--- config.mk ---
export PLATFORM = sky130hd
export DESIGN_NAME = led_pattern_sequencer
export DESIGN_NICKNAME = d
export VERILOG_FILES = /design/src/rtl/led_seq_pkg.sv /design/src/rtl/led_prescaler.sv /design/src/rtl/led_pattern_sequencer.sv
export SDC_FILE = /design/constraint.sdc
export NUM_CORES = 1
export LEC_CHECK = 0
export BUFFER_PORTS_ARGS = -buffer_cell sky130_fd_sc_hd__clkbuf_2
export CAP_MARGIN = 5
export CORE_UTILIZATION = 53
export DETAILED_ROUTE_END_ITERATION = 10
export HOLD_SLACK_MARGIN = 0.05
export MAX_ROUTING_LAYER = met4
export PLACE_DENSITY = 0.74
export SLEW_MARGIN = 20
export SYNTH_ARGS = -nofsm -noshare
export SYNTH_HDL_FRONTEND = slang
export SYNTH_SLANG_ARGS = --single-unit
--- constraint.sdc ---
create_clock -name CLOCK -period 1.8 [get_ports CLOCK]
set_clock_uncertainty 0.2 [all_clocks]
set_input_delay 0.36 -clock CLOCK [delete_from_list [all_inputs] [get_ports CLOCK]]
set_output_delay 0.36 -clock CLOCK [all_outputs]
set_load 0.005 [all_outputs]
--- src/rtl/led_seq_pkg.sv ---
// Shared types and helpers for the LED pattern sequencer: mode encoding and
// the per-mode seed vector that is loaded whenever the mode changes.
package led_seq_pkg;

    typedef enum logic [1:0] {
        MODE_OFF   = 2'd0,
        MODE_BLINK = 2'd1,
        MODE_ALT   = 2'd2,
        MODE_CHASE = 2'd3
    } mode_t;

    // Upper bound on channel count supported by seed(); callers truncate.
    localparam int MAX_CHANNELS = 64;

    // Bit 0 is channel 0. Bits at or above channels are always zero.
    function automatic logic [MAX_CHANNELS-1:0] seed(input mode_t mode, input int channels);
        logic [MAX_CHANNELS-1:0] v;
        v = '0;
        for (int i = 0; i < MAX_CHANNELS; i++) begin
            if (i < channels) begin
                case (mode)
                    MODE_BLINK: v[i] = 1'b1;
                    MODE_ALT:   v[i] = ((i % 2) == 0);
                    MODE_CHASE: v[i] = (i == 0);
                    default:    v[i] = 1'b0;
                endcase
            end
        end
        return v;
    endfunction

endpackage

--- src/rtl/led_prescaler.sv ---
// Free-running divider: tick is high while the low (DIV_WIDTH-RATE) counter
// bits are all ones, giving a period of 2^(DIV_WIDTH-RATE) clock cycles.
module led_prescaler #(
    parameter int DIV_WIDTH = 20
) (
    input  logic       CLOCK,
    input  logic       RESETn,
    input  logic       clear,
    input  logic [1:0] RATE,
    output logic       tick
);

    logic [DIV_WIDTH-1:0] count;
    logic [DIV_WIDTH-1:0] mask;

    // Changing RATE only changes which bits are compared, so the count is
    // never disturbed and a rate change cannot produce a double tick.
    assign mask = {DIV_WIDTH{1'b1}} >> RATE;
    assign tick = ((count & mask) == mask);

    always_ff @(posedge CLOCK or negedge RESETn) begin
        if (!RESETn) begin
            count <= '0;
        end else if (clear) begin
            count <= '0;
        end else begin
            count <= count + DIV_WIDTH'(1);
        end
    end

endmodule

--- src/rtl/led_pattern_sequencer.sv ---
// Active-low LED pattern generator: synchronised pin controls, a prescaled
// tick, a pattern register advanced per mode, and a gated output register.
module led_pattern_sequencer
    import led_seq_pkg::*;
#(
    parameter int DIV_WIDTH = 20,
    parameter int CHANNELS  = 4
) (
    input  logic                CLOCK,
    input  logic                RESETn,
    input  logic [1:0]          MODE,
    input  logic [1:0]          RATE,
    input  logic                GATE,
    input  logic                PAUSE,
    output logic [CHANNELS-1:0] LEDn,
    output logic                TICK
);

    logic [1:0]          mode_m, mode_s;
    logic [1:0]          rate_m, rate_s;
    logic                gate_m, gate_s;
    logic                pause_m, pause_s;
    mode_t               mode_q;
    logic [CHANNELS-1:0] pattern;
    logic [CHANNELS-1:0] next_pattern;
    logic [CHANNELS-1:0] seed_vec;
    logic                tick_raw;
    logic                mode_change;

    // All four control pins are asynchronous to CLOCK.
    always_ff @(posedge CLOCK or negedge RESETn) begin
        if (!RESETn) begin
            mode_m  <= '0;
            mode_s  <= '0;
            rate_m  <= '0;
            rate_s  <= '0;
            gate_m  <= 1'b0;
            gate_s  <= 1'b0;
            pause_m <= 1'b0;
            pause_s <= 1'b0;
        end else begin
            mode_m  <= MODE;
            mode_s  <= mode_m;
            rate_m  <= RATE;
            rate_s  <= rate_m;
            gate_m  <= GATE;
            gate_s  <= gate_m;
            pause_m <= PAUSE;
            pause_s <= pause_m;
        end
    end

    assign mode_change = (mode_s != mode_q);
    assign seed_vec    = CHANNELS'(seed(mode_t'(mode_s), CHANNELS));

    led_prescaler #(
        .DIV_WIDTH (DIV_WIDTH)
    ) u_prescaler (
        .CLOCK  (CLOCK),
        .RESETn (RESETn),
        .clear  (mode_change),
        .RATE   (rate_s),
        .tick   (tick_raw)
    );

    always_comb begin
        next_pattern = pattern;
        case (mode_q)
            MODE_OFF:   next_pattern = '0;
            MODE_BLINK: next_pattern = ~pattern;
            MODE_ALT:   next_pattern = ~pattern;
            MODE_CHASE: next_pattern = {pattern[CHANNELS-2:0], pattern[CHANNELS-1]};
            default:    next_pattern = pattern;
        endcase
    end

    // A mode change wins over a coincident tick: the fresh seed is loaded and
    // the prescaler restarts, so the first advance is a full period later.
    always_ff @(posedge CLOCK or negedge RESETn) begin
        if (!RESETn) begin
            mode_q  <= MODE_OFF;
            pattern <= '0;
            TICK    <= 1'b0;
            LEDn    <= '1;
        end else begin
            if (mode_change) begin
                mode_q  <= mode_t'(mode_s);
                pattern <= seed_vec;
                TICK    <= 1'b0;
            end else if (tick_raw && !pause_s) begin
                pattern <= next_pattern;
                TICK    <= 1'b1;
            end else begin
                TICK    <= 1'b0;
            end
            LEDn <= ~(pattern & {CHANNELS{~gate_s}});
        end
    end

endmodule

After elaboration in Yosys (flattened, before gate mapping)
Cells that the tools add are included.

cells by class
  add/sub/neg operators = 1
  multiply operators = 0
  divide/modulo/power cells = 0
  $lt $le $gt $ge = 0
  equality and inequality tests = 8
  shift-type cells = 1
  multiplexer cells = 9
  bitwise gates (word level) = 5
  reductions and logical operators = 7

operators by type and width
  cell                                                 number
  adder 20 x 1 -> 20 bit, second input constant        1
  bitwise AND 20 bit                                   1
  equality test 20 bit                                 1
  two-way mux 20 bit                                   1
  >> shifter 20 x 2 -> 20 bit, first input constant    1
  case mux 4 bit (3 select lines)                      1
  equality test 2 bit, second input constant           4
  two-way mux 4 bit                                    2
  inverter 4 bit                                       2
  two-way mux 1 bit                                    5
  bitwise AND 4 bit                                    1
  equality test 2 x 1 -> 1 bit, second input constant  2
  OR reduction 2 bit                                   2
  OR reduction 3 bit                                   1
  zero test 2 bit                                      1
  != test 2 bit                                        1
  nonzero test 2 bit                                   1
  logical AND 1 bit                                    1
  zero test 1 bit                                      1
  inverter 1 bit                                       1

storage, ports and cells
  register bits = 43
  bits in latches = 0
  memory bits (writable) = 0
  ROM bits = 0
  input port bits = 8
  output and inout port bits = 5
  logic and storage cells = 44
  memories kept = 0

Logic depth before layout (Yosys ltp)
  depth in word-level cells = 6
  depth in mapped cells = 6
  mapped depth without buffers = 6

By module
A second synthesis with hierarchy kept.

second synthesis, totals
  cells, all modules = 169
  area total of the unflattened synthesis = 1883.1 um2

modules (own cells, without submodules)
  module                 instances  cells an instance  area each (um2)  seq. area each (um2)
  led_prescaler          1          102                1009.7           500.5
  led_pattern_sequencer  1          67                 873.3            580.6

Least setup slack after synthesis
Ideal clock, no wire load.

  path kind = reg2reg
  start = register u_prescaler.count[0]
  end = register pattern[0]
  setup time = 0.138 ns
  arrival = 1.473 ns
  required time = 1.462 ns
  slack = -0.010 ns
  stages on the path, launching flop included = 6
  path buffers = 0
  clock period less this slack = 1.810 ns
  cells stage by stage = dfrtp_1 > ha_1 > nand4_4 > nor4b_4 > and2_1 > o221ai_1

on the way
  longest elaborated chain between the ends = 4

ends and longest elaborated chain
  what                          RTL line                     source
  from (decl)                   led_prescaler.sv:13          logic [DIV_WIDTH-1:0] count;
  from (signal assigned)        led_prescaler.sv:27          count <= count + DIV_WIDTH'(1);
  bitwise AND 20 bit            led_prescaler.sv:19          assign tick = ((count & mask) == mask);
  equality test 20 bit          led_prescaler.sv:19
  logical AND 1 bit             led_pattern_sequencer.sv:90  end else if (tick_raw && !pause_s) begin
  nonzero test 2 bit (no line)  --
  to (signal assigned)          led_pattern_sequencer.sv:88  pattern <= seed_vec;
  to (signal assigned)          led_pattern_sequencer.sv:91  pattern <= next_pattern;
  to (decl)                     led_pattern_sequencer.sv:24  logic [CHANNELS-1:0] pattern;

No other way between the ends.
A chain may end at the register's enable or synchronous reset.

Worst setup path after layout
  start = register mode_s[1]
  end = register u_prescaler.count[19]

on the way
  longest elaborated chain between the ends = 2

ends and longest elaborated chain
  what                    RTL line                     source
  from (decl)             led_pattern_sequencer.sv:19  logic [1:0] mode_m, mode_s;
  from (signal assigned)  led_pattern_sequencer.sv:43  mode_s <= mode_m;
  != test 2 bit           led_pattern_sequencer.sv:53  assign mode_change = (mode_s != mode_q);
  two-way mux 20 bit      led_prescaler.sv:24          end else if (clear) begin

No other way between the ends.

==> metrics.txt <==
CORE AREA around 3400 um2; Least-Margin Pin Slew 0.3044 ns; crit path DAT approximately 1.9 ns; Worst Path Class, Setup flip-flop to flip-flop; H-tree levels 2; crit path to u_prescaler.count[19]; Buffers on Ports 12; vias after detailed routing ~1,400; min-delay src gate_m; worst slack at placement -0.006389 ns; register area share after synthesis 57.03%; Starting Density a little under three fifths; pin count of the biggest net entering global routing 44; initial antenna violation count 0; Highest Signal Layer met4; synthesized instance count 170; outcome complete, no violations; GP Congestion 0.9173; worst min path class flip-flop to flip-flop; Pre-antenna DRT Iters 4; nets between 200 and 250; clock buffer depth 2; Peak supply drop roughly 0.78 mV; global route overflow 0; first-pass GRT wire length approximately 5700 um; fmax about 570 MHz; Die X between 60 and 70 um; CTS tree done; TNS Setup 0 ns; Crit. End Element flip-flop; met3 wire len ~110 um; Skew-Pair Late Insertion Delay approximately 0.36 ns; Synth top area share between 50% and 60%; Slew Viols, Final 0; LEAKAGE 1.070 nW; drt total wl about 3700 um; CTS root buffer clkbuf_4; synthesized area between 1500 and 2000 um2; Core Util, Final approximately 70%; CTS Buf Count 5; final setup violation count 0; share of the clock period used by the worst path between 90 and 100%; filler instances 230; DRC viols 0; FF-to-FF Start mode_s[1]; total of max-cap violations 0; required time of the critical path around 1.9 ns; Row Count 21; min cycle time layout around 1.8 ns; Inserted Diodes 0; Layout area overhead 25.35%; Total GRT Usage 22.68%; met1 WL around 1600 um; Worst setup SP type flip-flop; RR Endpoint u_prescaler.count[19]; Synth cell types 32; Synth warnings 0; detailed placement HPWL roughly 2400 um; WL met2 1883 um; Relative slew margins roughly four fifths; R2R depth 4; DRT antenna net count 0; Final Hold Slack ~0.16 ns; R2R Setup Slk ~0.045 ns; DIE AREA 3820 um2; Max Fanout on Critical Path 3; largest area contributor in the netlist dfrtp_1; Avg Inst Size Synth about 11 um2; DR iter-0 viols 44; WL per Instance ~14 um; vias in the first global route about 1,300; Setup WS post-layout 0.04525 ns; vias per cell around 5.5; ranking of synthesized cells by area dfrtp_1 51%, dfstp_2 5.5%, xor2_1 3.7%; I/O Pins 13; clk sinks between 40 and 50; Die Y 61.81 um; Post-DP Area between 2000 and 2500 um2; post-route cell area approximately 2400 um2; CP Launch Point mode_s[1]; clock slew at reported path FFs around 0.12 ns; power density over cell area about 820 nW/um2; syn_nets around 180; FF+latch count, synth 43; Fin. Hold Viols 0; share of layout cells above drive strength 1 a little over a quarter
[cell usage in the layout (no fill, tap or decap), drive strengths merged]
cell         netlist  final
dfrtp             39     39
buf                4     21
clkbuf             3     18
nor2              16     16
nand2             11     11
nand4             10     10
nand2b             9      9
xor2               8      8
a21oi              8      8
inv                7      7
dlygate4sd3        0      7
o21ai              6      6
xnor2              6      6
nand3              6      6
or3                5      5
ha                 5      5
dfstp              4      4
and4               3      3
and3               3      3
nor3               2      2
o211ai             2      2
a21o               2      2
a311oi             2      2
bufinv             0      2
and2               2      2
a211oi             2      2
or2                1      1
nor4b              1      1
or4                1      1
a2111oi            1      1
o221ai             1      1
[area by class of cell]
class	instances	area, um2	area share [%]
tap	46	57.56	2.422
multi-input combinational	113	809.5	34.07
clock buffer	6	41.29	1.738
clock inverter	2	60.06	2.528
sequential	43	1081	45.50
inverter	7	26.28	1.106
timing repair buffer	40	300.3	12.64
[sequential cells by signal, indices dropped and copies added (netlist names)]
register           cells
gate_s                 1
rate_s                 2
rate_m                 2
mode_q                 2
gate_m                 1
pause_m                1
mode_m                 2
TICK                   1
pattern                4
u_prescaler.count     20
pause_s                1
mode_s                 2
LEDn                   4
[how the worst min path moves through the flow]
stage | cells past startpoint | slack (ns) | endpoint
finish | 0 | 0.16 | gate_s
global route | 0 | 0.17 | pause_s
CTS | 0 | 0.16 | pause_s
detailed placement | 0 | 0.14 | pause_s
global placement | 0 | 0.13 | rate_s[1]
floorplan | 0 | -0.14 | TICK
[report_power, final]
part	internal (mW)	switching, mW
Sequential	1.01	0.0335
Combinational	0.0773	0.0860
Clock	0.433	0.301
Total	1.52	0.421
[Yosys cell counts]
cell / number
xor2_1: 8
inv_1: 7
nand3_1: 6
nand2_1: 11
and3_1: 3
buf_2: 2
and2_1: 2
nand4_4: 1
a211oi_1: 2
a2111oi_4: 1
o21ai_0: 6
a311oi_1: 2
nand2b_1: 9
buf_1: 1
or3_1: 5
nor4b_4: 1
nor3_1: 2
or4_1: 1
nand4_1: 9
dfstp_2: 4
nor2_1: 16
a21o_1: 2
dfrtp_1: 39
a21oi_1: 8
and4_1: 3
clkbuf_1: 3
xnor2_1: 6
buf_4: 1
ha_1: 5
o221ai_1: 1
or2_2: 1
o211ai_1: 2
[critical path, stage by stage, from the launching register on]
cell	delay, ns
dfrtp_1	0.42
xor2_1	0.18
or2_2	0.31
or4_4	0.52
nand2_1	0.08
[per-stage QoR]
step           cells  total power, mW
6_report         257            1.945
3_3_place_gp     234            1.199
2_1_floorplan    170            1.135
5_1_grt          257            2.033
3_5_place_dp     234            1.207
4_1_cts          249            1.947
[per-layer routing]
metal / track usage, % / vias to the layer above
met5: - / -
met4: 15.87 / 0
met3: 4.348 / 10
met2: 35.02 / 29
met1: 26.70 / 691
li1: - / 672
[kinds of logic after synthesis]
kind of cell             synth area share, %
buffers and inverters                  3.103
flip-flops                             57.03
AND/OR/NAND/NOR                        21.19
AO/OA/AOI/OAI                          8.911
XOR/XNOR                               6.469
adder cells (fa/ha/maj)                3.300
[what timing repair did]
action                     in CTS  in global routing
hold buffers                    7                  0
buffers inserted                0                  8
setup endpoints to repair       1                 10
resized for setup               3                  9
pin swaps                       2                  8
hold endpoints to repair       49                  0
(Power assumes the default switching activity.)
